<file path="src/rtl/poly_cmd_scheduler_pkg.sv">
// ---------------------------------------------------------------------------
// poly_cmd_scheduler_pkg
// Shared definitions for the polynomial accelerator command sequencer:
//   - command word layout (field offsets/widths)
//   - opcode encoding
//   - response status codes
//   - sequencer state encoding
// ---------------------------------------------------------------------------
package poly_cmd_scheduler_pkg;

  // Command word layout: [15:14] op, [13:11] slot, [10:6] degree+1, [5:0] reserved
  localparam int CMD_W      = 16;
  localparam int CMD_OP_LSB = 14;
  localparam int OP_W       = 2;
  localparam int CMD_A_LSB  = 11;
  localparam int CMD_N_LSB  = 6;
  localparam int N_W        = 5;

  localparam int STATUS_W   = 5;
  localparam int RESULT_W   = 32;

  typedef enum logic [OP_W-1:0] {
    OP_STP = 2'b00,
    OP_EVP = 2'b01,
    OP_CLR = 2'b10,
    OP_ILL = 2'b11
  } op_e;

  // Scheduler-generated status codes; anything above ST_TIMEOUT comes from an engine
  localparam logic [STATUS_W-1:0] ST_OK      = 5'd0;
  localparam logic [STATUS_W-1:0] ST_ILLEGAL = 5'd1;
  localparam logic [STATUS_W-1:0] ST_EMPTY   = 5'd2;
  localparam logic [STATUS_W-1:0] ST_ZERO_N  = 5'd3;
  localparam logic [STATUS_W-1:0] ST_TIMEOUT = 5'd4;

  typedef enum logic [2:0] {
    S_IDLE    = 3'd0,
    S_DECODE  = 3'd1,
    S_RUN_STP = 3'd2,
    S_RUN_EVP = 3'd3,
    S_RESP    = 3'd4
  } state_e;

  function automatic op_e cmd_op(input logic [CMD_W-1:0] cmd);
    return op_e'(cmd[CMD_OP_LSB +: OP_W]);
  endfunction

  function automatic logic [N_W-1:0] cmd_n(input logic [CMD_W-1:0] cmd);
    return cmd[CMD_N_LSB +: N_W];
  endfunction

endpackage

</file>
<file path="src/rtl/poly_cmd_scheduler_slot_table.sv">
// ---------------------------------------------------------------------------
// poly_slot_table
// Per-slot bookkeeping: one valid bit and one stored degree+1 (N) per slot.
// Ports:
//   clk, rst         clock, asynchronous active-low reset (clears every slot)
//   wr_en/wr_addr/wr_n   mark slot valid and store its N
//   clr_en/clr_addr      invalidate a slot (stored N left as is, it is unreachable)
//   rd_addr -> rd_valid, rd_n   combinational read
// ---------------------------------------------------------------------------
module poly_slot_table #(
  parameter int NSLOT = 8,
  parameter int NW    = 5,
  localparam int AW   = $clog2(NSLOT)
) (
  input  logic          clk,
  input  logic          rst,
  input  logic          wr_en,
  input  logic [AW-1:0] wr_addr,
  input  logic [NW-1:0] wr_n,
  input  logic          clr_en,
  input  logic [AW-1:0] clr_addr,
  input  logic [AW-1:0] rd_addr,
  output logic          rd_valid,
  output logic [NW-1:0] rd_n
);

  logic          valid_reg [NSLOT];
  logic [NW-1:0] n_reg     [NSLOT];

  genvar gi;
  generate
    for (gi = 0; gi < NSLOT; gi++) begin : g_slot
      always_ff @(posedge clk or negedge rst) begin
        if (!rst) begin
          valid_reg[gi] <= 1'b0;
          n_reg[gi]     <= '0;
        end else if (wr_en && (wr_addr == AW'(gi))) begin
          // A store always wins; re-storing a valid slot simply overwrites it
          valid_reg[gi] <= 1'b1;
          n_reg[gi]     <= wr_n;
        end else if (clr_en && (clr_addr == AW'(gi))) begin
          valid_reg[gi] <= 1'b0;
        end
      end
    end
  endgenerate

  assign rd_valid = valid_reg[rd_addr];
  assign rd_n     = n_reg[rd_addr];

endmodule

</file>
<file path="src/rtl/poly_cmd_scheduler.sv">
// ---------------------------------------------------------------------------
// poly_cmd_scheduler
// Command sequencer for the polynomial evaluation accelerator. Accepts one
// command at a time, decodes it, launches the store (STP) or evaluate (EVP)
// engine, steers the shared data-FIFO pop to the running engine, watches the
// engine with a watchdog, and returns one {result,status} response.
// Ports:
//   clk, rst                    clock, asynchronous active-low reset
//   cmd_valid/cmd_data/cmd_ready   command handshake (ready only when idle)
//   start_stp/start_evp/abort   one-cycle engine control pulses
//   A, N                        registered slot address and degree+1 to engines
//   rd_req_stp/rd_req_evp -> en_rd_data   data-FIFO pop mux
//   done_*/status_*/result_evp  engine completion inputs
//   rsp_valid/rsp_ready/result/status     response handshake
// ---------------------------------------------------------------------------
module poly_cmd_scheduler
  import poly_cmd_scheduler_pkg::*;
#(
  parameter int NSLOT   = 8,
  parameter int TIMEOUT = 1024,
  localparam int AW     = $clog2(NSLOT)
) (
  input  logic                clk,
  input  logic                rst,
  input  logic                cmd_valid,
  input  logic [CMD_W-1:0]    cmd_data,
  output logic                cmd_ready,
  output logic                start_stp,
  output logic                start_evp,
  output logic                abort,
  output logic [AW-1:0]       A,
  output logic [N_W-1:0]      N,
  input  logic                rd_req_stp,
  input  logic                rd_req_evp,
  output logic                en_rd_data,
  input  logic                done_stp,
  input  logic                done_evp,
  input  logic [STATUS_W-1:0] status_stp,
  input  logic [RESULT_W-1:0] result_evp,
  input  logic [STATUS_W-1:0] status_evp,
  output logic                rsp_valid,
  input  logic                rsp_ready,
  output logic [RESULT_W-1:0] result,
  output logic [STATUS_W-1:0] status
);

  localparam int             WDW    = $clog2(TIMEOUT);
  localparam logic [WDW-1:0] WD_MAX = WDW'(TIMEOUT - 1);

  state_e                state_reg, state_next;
  op_e                   op_reg, op_next;
  logic [AW-1:0]         slot_reg, slot_next;     // slot field of the latched command
  logic [N_W-1:0]        deg_reg, deg_next;       // N field of the latched command
  logic [AW-1:0]         a_reg, a_next;
  logic [N_W-1:0]        n_reg, n_next;
  logic [WDW-1:0]        wd_reg, wd_next;
  logic [RESULT_W-1:0]   result_reg, result_next;
  logic [STATUS_W-1:0]   status_reg, status_next;
  logic                  start_stp_reg, start_stp_next;
  logic                  start_evp_reg, start_evp_next;
  logic                  abort_reg, abort_next;

  logic                  tbl_wr_en, tbl_clr_en, tbl_rd_valid;
  logic [N_W-1:0]        tbl_rd_n;

  // Reserved command bits carry no meaning
  logic                  unused_rsvd;
  assign unused_rsvd = ^cmd_data[CMD_N_LSB-1:0];

  poly_slot_table #(
    .NSLOT (NSLOT),
    .NW    (N_W)
  ) u_slot_table (
    .clk      (clk),
    .rst      (rst),
    .wr_en    (tbl_wr_en),
    .wr_addr  (a_reg),
    .wr_n     (n_reg),
    .clr_en   (tbl_clr_en),
    .clr_addr (slot_reg),
    .rd_addr  (slot_reg),
    .rd_valid (tbl_rd_valid),
    .rd_n     (tbl_rd_n)
  );

  always_ff @(posedge clk or negedge rst) begin
    if (!rst) begin
      state_reg     <= S_IDLE;
      op_reg        <= OP_STP;
      slot_reg      <= '0;
      deg_reg       <= '0;
      a_reg         <= '0;
      n_reg         <= '0;
      wd_reg        <= '0;
      result_reg    <= '0;
      status_reg    <= '0;
      start_stp_reg <= 1'b0;
      start_evp_reg <= 1'b0;
      abort_reg     <= 1'b0;
    end else begin
      state_reg     <= state_next;
      op_reg        <= op_next;
      slot_reg      <= slot_next;
      deg_reg       <= deg_next;
      a_reg         <= a_next;
      n_reg         <= n_next;
      wd_reg        <= wd_next;
      result_reg    <= result_next;
      status_reg    <= status_next;
      start_stp_reg <= start_stp_next;
      start_evp_reg <= start_evp_next;
      abort_reg     <= abort_next;
    end
  end

  always_comb begin
    state_next     = state_reg;
    op_next        = op_reg;
    slot_next      = slot_reg;
    deg_next       = deg_reg;
    a_next         = a_reg;
    n_next         = n_reg;
    wd_next        = wd_reg;
    result_next    = result_reg;
    status_next    = status_reg;
    start_stp_next = 1'b0;
    start_evp_next = 1'b0;
    abort_next     = 1'b0;
    tbl_wr_en      = 1'b0;
    tbl_clr_en     = 1'b0;

    unique case (state_reg)
      S_IDLE: begin
        if (cmd_valid) begin
          op_next    = cmd_op(cmd_data);
          slot_next  = cmd_data[CMD_A_LSB +: AW];
          deg_next   = cmd_n(cmd_data);
          state_next = S_DECODE;
        end
      end

      S_DECODE: begin
        result_next = '0;
        wd_next     = '0;
        unique case (op_reg)
          OP_STP: begin
            if (deg_reg == '0) begin
              status_next = ST_ZERO_N;
              state_next  = S_RESP;
            end else begin
              a_next         = slot_reg;
              n_next         = deg_reg;
              start_stp_next = 1'b1;
              state_next     = S_RUN_STP;
            end
          end
          OP_EVP: begin
            if (!tbl_rd_valid) begin
              status_next = ST_EMPTY;
              state_next  = S_RESP;
            end else begin
              // Evaluation uses the degree recorded when the slot was stored
              a_next         = slot_reg;
              n_next         = tbl_rd_n;
              start_evp_next = 1'b1;
              state_next     = S_RUN_EVP;
            end
          end
          OP_CLR: begin
            tbl_clr_en  = 1'b1;
            status_next = ST_OK;
            state_next  = S_RESP;
          end
          default: begin
            status_next = ST_ILLEGAL;
            state_next  = S_RESP;
          end
        endcase
      end

      S_RUN_STP: begin
        // done is checked before the watchdog so a last-cycle done still completes
        if (done_stp) begin
          tbl_wr_en   = (status_stp == ST_OK);
          status_next = status_stp;
          result_next = '0;
          state_next  = S_RESP;
        end else if (wd_reg == WD_MAX) begin
          abort_next  = 1'b1;
          status_next = ST_TIMEOUT;
          result_next = '0;
          state_next  = S_RESP;
        end else begin
          wd_next = wd_reg + 1'b1;
        end
      end

      S_RUN_EVP: begin
        if (done_evp) begin
          status_next = status_evp;
          result_next = result_evp;
          state_next  = S_RESP;
        end else if (wd_reg == WD_MAX) begin
          abort_next  = 1'b1;
          status_next = ST_TIMEOUT;
          result_next = '0;
          state_next  = S_RESP;
        end else begin
          wd_next = wd_reg + 1'b1;
        end
      end

      S_RESP: begin
        if (rsp_ready) begin
          state_next = S_IDLE;
        end
      end

      default: begin
        state_next = S_IDLE;
      end
    endcase
  end

  assign cmd_ready  = (state_reg == S_IDLE);
  assign rsp_valid  = (state_reg == S_RESP);
  assign en_rd_data = ((state_reg == S_RUN_STP) && rd_req_stp) ||
                      ((state_reg == S_RUN_EVP) && rd_req_evp);
  assign start_stp  = start_stp_reg;
  assign start_evp  = start_evp_reg;
  assign abort      = abort_reg;
  assign A          = a_reg;
  assign N          = n_reg;
  assign result     = result_reg;
  assign status     = status_reg;

endmodule
</file>
<file path="config.mk">
export PLATFORM = sky130hd
export DESIGN_NAME = poly_cmd_scheduler
export DESIGN_NICKNAME = d
export VERILOG_FILES = /design/src/rtl/poly_cmd_scheduler_pkg.sv /design/src/rtl/poly_cmd_scheduler_slot_table.sv /design/src/rtl/poly_cmd_scheduler.sv
export SDC_FILE = /design/constraint.sdc
export NUM_CORES = 1
export LEC_CHECK = 0
export BUFFER_PORTS_ARGS = -buffer_cell sky130_fd_sc_hd__buf_2
export CAP_MARGIN = 15
export CORE_MARGIN = 2
export CORE_UTILIZATION = 35
export DETAILED_ROUTE_END_ITERATION = 10
export PLACE_DENSITY = 0.55
export SETUP_SLACK_MARGIN = 0.05
export SKIP_CTS_REPAIR_TIMING = 1
export SYNTH_ARGS = -nofsm -noshare
export SYNTH_HDL_FRONTEND = slang
export SYNTH_HIERARCHICAL = 1
export SYNTH_SLANG_ARGS = --single-unit
</file>
<file path="constraint.sdc">
create_clock -name clk -period 2.2 [get_ports clk]
set_input_delay 0.33 -clock clk [delete_from_list [all_inputs] [get_ports clk]]
set_output_delay 0.33 -clock clk [all_outputs]
set_load 0.03 [all_outputs]
</file>
==> reports/results.ini <==
[run_status]
outcome=completed

[synth]
seq_area_frac_synth_pct=54.09
synth_cells=410
ys_ff_latch=119
synth_edf_count=0
synth_fp_nets=481
ys_types=60
yosys-top-cells-area=dfrtp_1 54%, mux2_2 12%, mux4_1 5.7%
synthFlopType=dfrtp_1
synth_top_area_share_pct=54.09
ys_async_sr_fraction_pct=100.0
syn_avg_cell_area_um2=13.43
ys.warnings.count=6
synth_top_cell_by_area=dfrtp_1
syn_area_um2=5505

[flow_run]
cap_viol_max_count=0

[grt]
grt.overflow.total=0
antenna_found_initial=0
grt_pass1_wl_um=21070
grt_pass1_vias=3933
track_usage_pct=16.46
grt_max_degree=68

[final_layout]
layout.nets=622
drive_gt1_share_pct=45.39
largest_reg_flops=40
syn_to_final_growth_pct=29.25
stdcell_count=775
fillers=1390
diodes=0
regArea_um2=2980
multi_input_area_um2=2420

[pwr]
ir_worst_vdd_mv=0.6383
total_power_mw=8.717
pwr_density_cell_nw_per_um2=1225
leakage_nw=3.600

[setup_path]
reg2reg_depth=7
worst-r2r-setup-slack_ps=120
cp_max_fo=4
cp.arrival_ps=2370
cp-start-kind=register
r2r-start=slot_reg[0]
critPathKind=register to register
worstReg2RegEnd=status[2]
cp.required_ps=2490
worst_setup_path_end_kind=register

[floorplan]
core_area_um2=15260
die_h_um=129.4
boundaryPins=117
initial_core_util_pct=36.08
dieArea_um2=16750
die_w_um=129.4
rows=45

[timing]
clock_skew_ps=9.996
maxSlewHeadroom_pct=63.49
slew_violations=0
fmax_mhz=480.8
worstMarginPinSlew_ps=543.2
holdWs_ps=134.8
setup_viol=0
timing.final.crit_period_ps=2080
rsz0062_at_grt=true
timing.final.crit_share_pct=94.53
setup_tns_ps=0
hold_viol=0
worst_slack_ps=120.3

[clocking]
clkTransAtPathRegs_ps=60
cts_num_sinks=119
htree_num_levels=4
cts_inserted_buffers=17
cts_tree=yes
clk_latency_ps=410
clock_path_buffers=2
clockRootBuffer=clkbuf_16

[place]
numPortBuffers=110
dp_slack_ps=46.86
gp_congestion=0.8357
dpl.hpwl_um=9495
place_inst=739

[detailed_routing]
drtIter0Drc=217
routed_wl_um=13410
route.detailed.drc=0
vias=3939
dr.pass1.iters=4
wire_per_inst_um=17.30
viasPerCell=5.083
final_antenna_net_count=0

[worst_hold_path]
hold_path_end=op_reg[0]
hp-class=input pin to register
min_from=cmd_data[14]
min_path_cells=3

-- worst max-delay path, cell delays in order, from the launching register on --
cell	delay, ps
dfrtp_2	410
mux4_1	570
mux2_2	320
nand2_1	130
a41oi_2	170
buf_4	190
nor2_1	70
o21ai_0	90
-- metrics by stage --
stage | util (%) | area [µm²]
finish | 46.63 | 7116
CTS | 45.99 | 7017
floorplan | - | 5519
detailed placement | 42.29 | 6452
global placement | 42.29 | 6452
global route | 46.63 | 7116
-- metal layers --
metal / part of all wire [%] / track usage [%]
met1: 45 / 21.21
met2: 48 / 26.69
met3: 6.2 / 5.450
met4: 0.76 / 4.681
met5: 0 / 0
-- cells in the final DEF (no fill, tap or decap), types with 6 or more instances in the layout --
cell	count
mux2i_1	6
mux4_1	12
dfrtp_1	117
a22o_1	35
buf_2	109
a21oi_2	6
and3_1	7
clkbuf_16	17
inv_1	11
buf_4	33
o21ai_0	13
nor2_1	21
nand2_1	11
o31ai_1	6
mux2_2	57
-- logic make-up (layout without fill, tap and decap cells) --
family                   after synthesis  after routing  synth area share [%]
multiplexers                          76             76                 18.66
AO/OA/AOI/OAI                         91             91                 13.34
buffers and inverters                 35            189                 3.204
AND/OR/NAND/NOR                       83             83                 9.410
flip-flops                           119            119                 54.09
XOR/XNOR                               1              1                0.1591
adder cells (fa/ha/maj)                5              5                 1.136
-- area by class of cell --
| type | instances | area share [%] |
|---|---|---|
| Inverter | 11 | 0.5803 |
| Multi-Input combinational cell | 256 | 34.01 |
| Clock buffer | 24 | 6.911 |
| Sequential cell | 119 | 41.89 |
| Timing Repair Buffer | 146 | 11.89 |
| Clock inverter | 8 | 1.020 |
| Tap cell | 211 | 3.710 |
-- power breakdown --
part	internal [mW]	leakage [nW]	switching [mW]
Clock	1.66	0.272	0.943
Combinational	1.24	1.73	1.80
Sequential	2.60	1.60	0.480
-- Yosys cell counts, types with 4 or more instances --
cell type / instances
a21o_1: 4
a21oi_2: 5
a22o_1: 35
and3_1: 7
and4b_1: 4
buf_2: 15
clkbuf_1: 4
dfrtp_1: 119
ha_1: 5
inv_1: 11
mux2_2: 57
mux2i_1: 7
mux4_1: 12
nand2_1: 11
nand3_1: 5
nor2_1: 21
nor3_1: 5
o21ai_0: 13
o31ai_1: 6
-- worst max-delay path by stage --
stage	start	to	slack, ps
4_1_cts	slot_reg[0]	status[1]	60
3_5_place_dp	status_stp[0]	u_slot_table/n_reg[17]	50
6_report	slot_reg[0]	status[2]	120
5_1_grt	slot_reg[0]	status[4]	30
3_3_place_gp	slot_reg[0]	status[1]	110
2_1_floorplan	slot_reg[0]	N[0]	50
No activity file was read; power rests on OpenSTA's default activity.
